==> config.mk <==
export PLATFORM = sky130hd
export DESIGN_NAME = m2p_mux_indication
export DESIGN_NICKNAME = d
export VERILOG_FILES = /design/src/rtl/m2p_mux_indication.sv
export SDC_FILE = /design/constraint.sdc
export NUM_CORES = 1
export LEC_CHECK = 0
export CAP_MARGIN = 20
export CORE_ASPECT_RATIO = 1.75
export CORE_MARGIN = 2
export CORE_UTILIZATION = 60
export CTS_CLUSTER_DIAMETER = 100
export DETAILED_ROUTE_END_ITERATION = 10
export HOLD_SLACK_MARGIN = 0.12
export PLACE_DENSITY_LB_ADDON = 0.25
export SYNTH_ARGS = -nofsm -noshare
export SYNTH_HDL_FRONTEND = slang
export SYNTH_SLANG_ARGS = --single-unit
==> constraint.sdc <==
create_clock -name CLK -period 4.17 [get_ports CLK]
set_clock_uncertainty 0.15 [all_clocks]
set_input_delay 1.251 -clock CLK [delete_from_list [all_inputs] [get_ports CLK]]
set_output_delay 1.251 -clock CLK [all_outputs]
set_load 0.05 [all_outputs]
==> src/rtl/m2p_mux_indication.sv <==
// Merges NUM_METHODS indication methods onto one pipe: per-channel FIFOs, round-robin grant, registered output word.
// Latency: 2 cycles from accepted write to enq__ENA (empty system, enq__RDY high); 1 message/cycle aggregate throughput.
// Backpressure: enq__RDY low holds the output word; channels keep accepting until their own FIFO is full (out__RDY low).
module m2p_mux_indication #(
  parameter int NUM_METHODS = 4,
  parameter int DATA_WIDTH  = 32,
  parameter int FIFO_DEPTH  = 4,
  parameter int BASE_ID     = 0,
  parameter int MSG_LEN     = 64
) (
  input  logic                              CLK,
  input  logic                              RST,
  input  logic [NUM_METHODS-1:0]            out__ENA,
  input  logic [NUM_METHODS*DATA_WIDTH-1:0] out_data,
  output logic [NUM_METHODS-1:0]            out__RDY,
  output logic                              enq__ENA,
  output logic [DATA_WIDTH+47:0]            enq_v,
  input  logic                              enq__RDY,
  output logic [31:0]                       msg_count
);

  localparam int AW = (FIFO_DEPTH > 1) ? $clog2(FIFO_DEPTH) : 1;
  localparam int CW = $clog2(FIFO_DEPTH) + 1;
  localparam int PW = (NUM_METHODS > 1) ? $clog2(NUM_METHODS) : 1;
  localparam logic [CW-1:0] FULL_CNT = CW'(FIFO_DEPTH);

  // channel FIFO storage and bookkeeping
  logic [DATA_WIDTH-1:0] mem    [NUM_METHODS][FIFO_DEPTH];
  logic [AW-1:0]         wr_ptr [NUM_METHODS];
  logic [AW-1:0]         rd_ptr [NUM_METHODS];
  logic [CW-1:0]         cnt    [NUM_METHODS];
  logic [NUM_METHODS-1:0] push;
  logic [NUM_METHODS-1:0] pop;

  // arbiter and output stage
  logic [PW-1:0]          p;
  logic [PW-1:0]          g;
  logic                   found;
  logic                   load;
  int                     idx;
  logic [DATA_WIDTH-1:0]  head;
  logic [15:0]            grant_id;
  logic                   out_valid;
  logic [DATA_WIDTH+47:0] out_word;

  // ready comes from the registered count only; a same-cycle pop never frees a full FIFO early
  always_comb begin
    out__RDY = '0;
    push     = '0;
    for (int i = 0; i < NUM_METHODS; i++) begin
      out__RDY[i] = (cnt[i] != FULL_CNT) & ~RST;
      push[i]     = out__ENA[i] & out__RDY[i];
    end
  end

  // round-robin search starting at p; first non-empty channel wins
  always_comb begin
    found = 1'b0;
    g     = '0;
    head  = '0;
    idx   = 0;
    for (int k = 0; k < NUM_METHODS; k++) begin
      idx = int'(p) + k;
      if (idx >= NUM_METHODS) idx = idx - NUM_METHODS;
      if (!found && cnt[idx] != '0) begin
        found = 1'b1;
        g     = PW'(idx);
        head  = mem[idx][rd_ptr[idx]];
      end
    end
  end

  assign load     = found & (~out_valid | enq__RDY);
  assign grant_id = 16'(BASE_ID) + 16'(g);
  assign enq__ENA = out_valid & enq__RDY;
  assign enq_v    = out_word;

  // pop only the granted channel, and only when the output register takes the word
  always_comb begin
    pop = '0;
    for (int i = 0; i < NUM_METHODS; i++) begin
      pop[i] = load & (int'(g) == i);
    end
  end

  // FIFO pointers and occupancy; simultaneous push and pop leave the count unchanged
  always_ff @(posedge CLK) begin
    if (RST) begin
      for (int i = 0; i < NUM_METHODS; i++) begin
        wr_ptr[i] <= '0;
        rd_ptr[i] <= '0;
        cnt[i]    <= '0;
      end
    end else begin
      for (int i = 0; i < NUM_METHODS; i++) begin
        if (push[i]) wr_ptr[i] <= wr_ptr[i] + 1'b1;
        if (pop[i])  rd_ptr[i] <= rd_ptr[i] + 1'b1;
        if (push[i] & ~pop[i])      cnt[i] <= cnt[i] + 1'b1;
        else if (pop[i] & ~push[i]) cnt[i] <= cnt[i] - 1'b1;
      end
    end
  end

  // FIFO payload storage needs no reset; occupancy guards every read
  always_ff @(posedge CLK) begin
    for (int i = 0; i < NUM_METHODS; i++) begin
      if (push[i]) mem[i][wr_ptr[i]] <= out_data[i*DATA_WIDTH +: DATA_WIDTH];
    end
  end

  // output register, arbiter pointer and delivered-message counter
  always_ff @(posedge CLK) begin
    if (RST) begin
      out_valid <= 1'b0;
      out_word  <= '0;
      p         <= '0;
      msg_count <= '0;
    end else begin
      if (load) begin
        out_valid <= 1'b1;
        out_word  <= {16'd0, grant_id, head, 16'(MSG_LEN)};
        p         <= (int'(g) + 1 >= NUM_METHODS) ? '0 : PW'(int'(g) + 1);
      end else if (enq__RDY) begin
        out_valid <= 1'b0;
      end
      if (enq__ENA) msg_count <= msg_count + 32'd1;
    end
  end

endmodule

==> results of run 1 <==
-- state kept, by name (all words and copies together) (netlist names), named ones only --
| name | count |
|---|---|
| cnt | 12 |
| enq_v | 35 |
| mem | 512 |
| msg_count | 32 |
| out_valid | 1 |
| p | 2 |
| rd_ptr | 8 |
| wr_ptr | 8 |
-- stage by stage --
step                      cell area (um^2)  total power, mW  hold slack, ps  instances  worst slack [ps]
after floorplan                      36230            18.35           423.4       2597             192.8
after global placement               39110            22.66           337.4       3426             521.9
after detailed placement             39110            22.95           343.4       3426             476.0
after CTS                            41060            28.44           354.0       3528             460.5
after global routing                 41060            29.71           383.5       3528             226.3
final                                41060            28.92           353.8       3528             356.7
-- worst max-delay path, stage by stage (launching register included) --
cell,delay [ps]
edfxtp_1,470
nor3_1,550
nor2_1,90
mux4_2,500
o21ai_0,350
a21oi_1,220
inv_1,180
ha_1,210
nand3_1,130
fa_1,400
xnor2_1,220
o21ai_0,100
-- power groups by stage --
| stage | combinational, mW | sequential [mW] | clock, mW |
|---|---|---|---|
| 2_1_floorplan | 10.3 | 8.02 | 0 |
| 3_3_place_gp | 14.8 | 7.86 | 0 |
| 3_5_place_dp | 15.1 | 7.89 | 0 |
| 4_1_cts | 15.1 | 7.77 | 5.53 |
| 5_1_grt | 16.1 | 7.83 | 5.76 |
| 6_report | 15.6 | 7.80 | 5.51 |
-- worst paths after layout --
check	startpoint	endpoint	slack, ps	cells past startpoint
hold / removal	enq_v[6]	enq_v[6]	350	2
setup reg to reg	cnt[1][0]	cnt[2][2]	360	11
setup / recovery	cnt[1][0]	cnt[2][2]	360	11
hold reg to reg	enq_v[6]	enq_v[6]	350	2
-- cell type report --
cell class	count	area [um^2]	area share [%]
clock buffers	68	1495	3.641
clock inverters	34	452.9	1.103
inverters	27	101.3	0.2468
multi-input cells	1698	17170	41.81
flip-flops and latches	612	17670	43.04
well taps	780	975.9	2.377
repair buffers	309	3196	7.782
-- cells by family after synthesis --
logic type               count (synthesis)  synth area share, %
multiplexers                           744                31.39
flip-flops                             612                48.96
AND/OR/NAND/NOR                        448                5.787
AO/OA/AOI/OAI                          395                7.827
buffers and inverters                  287                4.063
XOR/XNOR                                38               0.9229
adder cells (fa/ha/maj)                 28                1.034
other                                    1              0.01040
-- placed cells by master (no fill, tap or decap), types with 34 or more instances in the layout --
| cell | count |
|---|---|
| edfxtp_1 | 540 |
| mux2i_1 | 338 |
| mux4_2 | 297 |
| clkdlybuf4s50_1 | 200 |
| nand2_1 | 149 |
| nor2_1 | 121 |
| mux2_2 | 103 |
| buf_4 | 79 |
| dfxtp_1 | 68 |
| a21oi_1 | 65 |
| a22oi_1 | 59 |
| clkbuf_16 | 55 |
| a211oi_1 | 51 |
| conb_1 | 45 |
| o21ai_0 | 36 |
| nor2b_1 | 34 |
-- metal layers --
layer	up-vias	global-route usage [%]
met5	-	0
met4	4	26.39
met3	721	9.549
met2	2228	64.60
met1	13112	45.14
li1	10541	-
==> impl_metrics.yaml, run 1 <==
outcome:
  status: "finished, final reports clean"
route:
  dr.first_iter.drc_count: 3954
  met1Wirelength_um: 37450
  ant_nets: 0
  drt_first_pass_iters: 6
  drt-total-wl_um: 120900
  wl_per_cell_um: 34.26
  top_layer: "met5"
  routed-wl-met3_um: 15140
  drc: 0
  num_vias: 26606
  wl_met2_um: 58290
  avgViaCountPerCell: 7.541
power:
  p_per_area_nw_per_um2: 704.3
  p_int_mw: 16.83
  power.leakage_nw: 13.60
  switching_share_pct: 41.80
  p_seq_share_pct: 27.0
  ir_drop_mv: 0.7607
  p_sw_mw: 12.09
  p_comb_share_pct: 54.0
  power_frac_clock_pct: 19.1
sta:
  final-hold-violation-count: 0
  finalSetupViolCount: 0
  tns_ps: 0
  rsz0062_at_grt: "false"
  slew_headroom_pct: 31.03
  worstMarginPinSlew_ps: 1032
  final.min_clock_period_ps: 3813
  max_freq_ghz: 0.2622
  min_period_over_period_pct: 91.45
  report.final.slew_viol_count: 0
grt:
  antenna_found_initial: 3
  grt_pass1_wl_um: 175800
  grtUsageTotal_pct: 39.07
  grt_pass1_vias: 27440
  overflow: 0
  grt_start_max_net_pins: 125
floorplanning:
  fp-row-count: 118
  start_util_pct: 60.76
  die-area_um2: 62160
  chipWidth_um: 189.3
  pin_count: 252
  coreArea_um2: 59350
  die_h_um: 328.3
clock_network:
  ctsHoldBuffers: 0
  clk_pin_slew_ps: 70
  cts_max_level: 2
  clock_sinks: 612
  cts_buffer_depth: 3
  cts_buffers: 55
  post_cts_buffers: 0
  insertion_delay_ps: 650
  cts_tree: "built"
  root_buffer: "clkbuf_16"
  cts_resized: 0
yosys:
  postSynthAreaPerCell_um2: 14.13
  synth_edf_count: 540
  postSynthCellCount: 2553
  yosys.area.top_type: "edfxtp_1"
  yosys_warnings: 0
  async_flop_share_pct: 0
  ys_ff_latch: 612
  synth_area_leaders: "edfxtp_1, mux4_2, mux2i_1, dfxtp_1, mux2_2"
  synth_area_um2: 36060
  synthTopCellsByCount: "edfxtp_1, mux2i_1, mux4_2"
  synth_flop_cell: "edfxtp_1"
  ys_seq_area_share_pct: 48.96
  synth_most_common_cell: "edfxtp_1"
  synth_top_area_share_pct: 44.97
  ys_types: 63
setup_path:
  crit_required_ps: 4410
  crit_type: "reg2reg"
  crit_path_end_kind: "flop"
  startpoint_type: "flop"
  crit_fanout: 6
  arrival_ps: 4050
placed_design:
  gp_congestion: 0.9461
  dp.final_hpwl_um: 75920
  portBuffers: 206
finish:
  fin_nets: 2866
  syn2layout_area_growth_pct: 13.86
  finish.utilization_pct: 69.18
  antenna_cells: 0
  drive_gt1_share_pct: 23.33
  fillCellCount: 4072
min_path:
  min_path_type: "reg2reg"
job:
  maxCapViolations: 0
Note: power is estimated with default switching activity, not from simulation.
==> inputs of run 2 (changes only) <==
Settings changed: SETUP_SLACK_MARGIN set to 0.4.
==> impl_metrics.yaml, run 2 (synthesis gave the netlist of run 1 again) <==
finish:
  syn2layout_area_growth_pct: 13.72
  drive_gt1_share_pct: 23.69
  fin_nets: 2867
  final_common_cell: "edfxtp_1"
  fillCellCount: 4072
  antenna_cells: 0
  finish.utilization_pct: 69.10
  final_cell_mix: "edfxtp_1, mux2i_1, mux4_2, clkdlybuf4s50_1, nand2_1"
  largest_register_ffs: 512
min_path:
  hold_end: "enq_v[6]"
  min_path_type: "reg2reg"
  hold_depth: 2
  worstHoldStart: "enq_v[6]"
floorplanning:
  die_h_um: 328.3
  coreArea_um2: 59350
  chipWidth_um: 189.3
  start_util_pct: 60.76
  fp-row-count: 118
  pin_count: 252
  die-area_um2: 62160
outcome:
  status: "finished, final reports clean"
route:
  avgViaCountPerCell: 7.529
  dr.first_iter.drc_count: 3686
  num_vias: 26592
  drt_first_pass_iters: 8
  drc: 0
  ant_nets: 0
  wl_per_cell_um: 33.97
  drt-total-wl_um: 120000
grt:
  grtUsageTotal_pct: 38.83
  grt_pass1_wl_um: 175500
  grt_start_max_net_pins: 145
  grt_pass1_vias: 27525
  overflow: 0
  antenna_found_initial: 1
clock_network:
  clock_sinks: 612
  insertion_delay_ps: 650
  cts_buffers: 57
  root_buffer: "clkbuf_16"
  clk_pin_slew_ps: 60
  cts_tree: "built"
  cts_max_level: 2
  cts_buffer_depth: 3
placed_design:
  gp_congestion: 0.9289
  dp.final_hpwl_um: 74540
  portBuffers: 206
setup_path:
  crit_chain: "clkdlybuf4s50_1 > and2_1 > buf_12"
  crit_fanout: 5
  crit_family: "buffers and inverters"
  slowest_stage: "clkdlybuf4s50_1"
  startpoint_type: "input port"
  cp-startpoint: "enq__RDY"
  ff2ff_path_depth: 12
  cpPeakStageDelay_ps: 580
  path_buf_inv: 2
  crit_type: "in2out"
  r2r_end: "cnt[1][2]"
  r2r_slack_ps: 540
  arrival_ps: 2320
  crit_path_end_kind: "output pin"
  crit-reg2reg-launch: "cnt[3][2]"
  crit_required_ps: 2770
power:
  power.leakage_nw: 13.57
  p_per_area_nw_per_um2: 700.5
  ir_drop_mv: 0.6608
sta:
  final.min_clock_period_ps: 3721
  finalSetupViolCount: 0
  final-hold-violation-count: 0
  rsz0062_at_grt: "false"
  tns_ps: 0
  max_freq_ghz: 0.2688
  report.final.slew_viol_count: 0
  slew_headroom_pct: 30.35
  min_period_over_period_pct: 89.23
  worstMarginPinSlew_ps: 1044
job:
  maxCapViolations: 0
==> run 2: cell types whose count changed in the layout (fill, tap and decap cells not counted), moves of 3 or more <==
cell and change:
inv_6 +3, clkbuf_16 +4, buf_4 +4, buf_12 -5
bufinv_16 -5, clkbuf_8 -3
==> run 2: report_power, final <==
| group | switching (mW) | total, mW | internal, mW | leakage, nW |
|---|---|---|---|---|
| clock | 2.43 | 5.42 | 2.99 | 0.938 |
| combinational | 9.05 | 15.4 | 6.40 | 7.10 |
| sequential | 0.607 | 7.86 | 7.25 | 5.53 |
| total | 12.1 | 28.7 | 16.6 | 13.6 |
==> run 2: how the worst max path moves through the flow <==
stage / to / slack [ps] / cells after the start
3_5_place_dp: cnt[1][2] / 330 / 7
4_1_cts: cnt[1][2] / 400 / 11
5_1_grt: cnt[1][2] / 400 / 12
3_3_place_gp: cnt[0][2] / 380 / 9
2_1_floorplan: mem[0][0] / 220 / 3
6_report: enq__ENA / 450 / 3
==> run 2: metrics by stage <==
stage / setup WS [ps] / cells / power (mW) / hold WS (ps) / area, um^2
detailed placement: 326.4 / 3413 / 22.76 / 354.9 / 38960
CTS: 403.5 / 3520 / 28.15 / 364.3 / 40890
global route: 399.0 / 3532 / 29.55 / 392.4 / 41010
global placement: 379.5 / 3413 / 22.45 / 335.1 / 38960
floorplan: 218.4 / 2597 / 18.35 / 423.4 / 36230
finish: 449.2 / 3532 / 28.73 / 366.1 / 41010
==> run 2: final cells by class <==
| type | count | area, um^2 | share of cell area (%) |
|---|---|---|---|
| clock inverters | 39 | 377.9 | 0.9214 |
| clock buffers | 68 | 1550 | 3.780 |
| multi-input cells | 1698 | 17210 | 41.96 |
| inverters | 27 | 101.3 | 0.2471 |
| well taps | 780 | 975.9 | 2.380 |
| flip-flops and latches | 612 | 17670 | 43.09 |
| repair buffers | 308 | 3126 | 7.621 |
==> run 2: metal layers <==
layer	share of wire, %	global-route usage (%)	vias up	wire, um
li1	-	-	10538	-
met3	11	8.535	681	13410
met4	8.0	26.47	2	9602
met2	49	64.09	2143	58300
met1	32	45.52	13228	38670
met5	0.010	0	-	12
==> run 2: timing repair <==
action	in CTS	in global routing
setup endpoints to repair	0	15
gates resized for setup	0	7
hold buffers	0	0
buffers inserted	0	12
==> run 2: worst min-delay path, stage by stage, from the launching register on <==
cell and delay, ps:
dfxtp_1 330, nor2_1 100, nor2_1 40
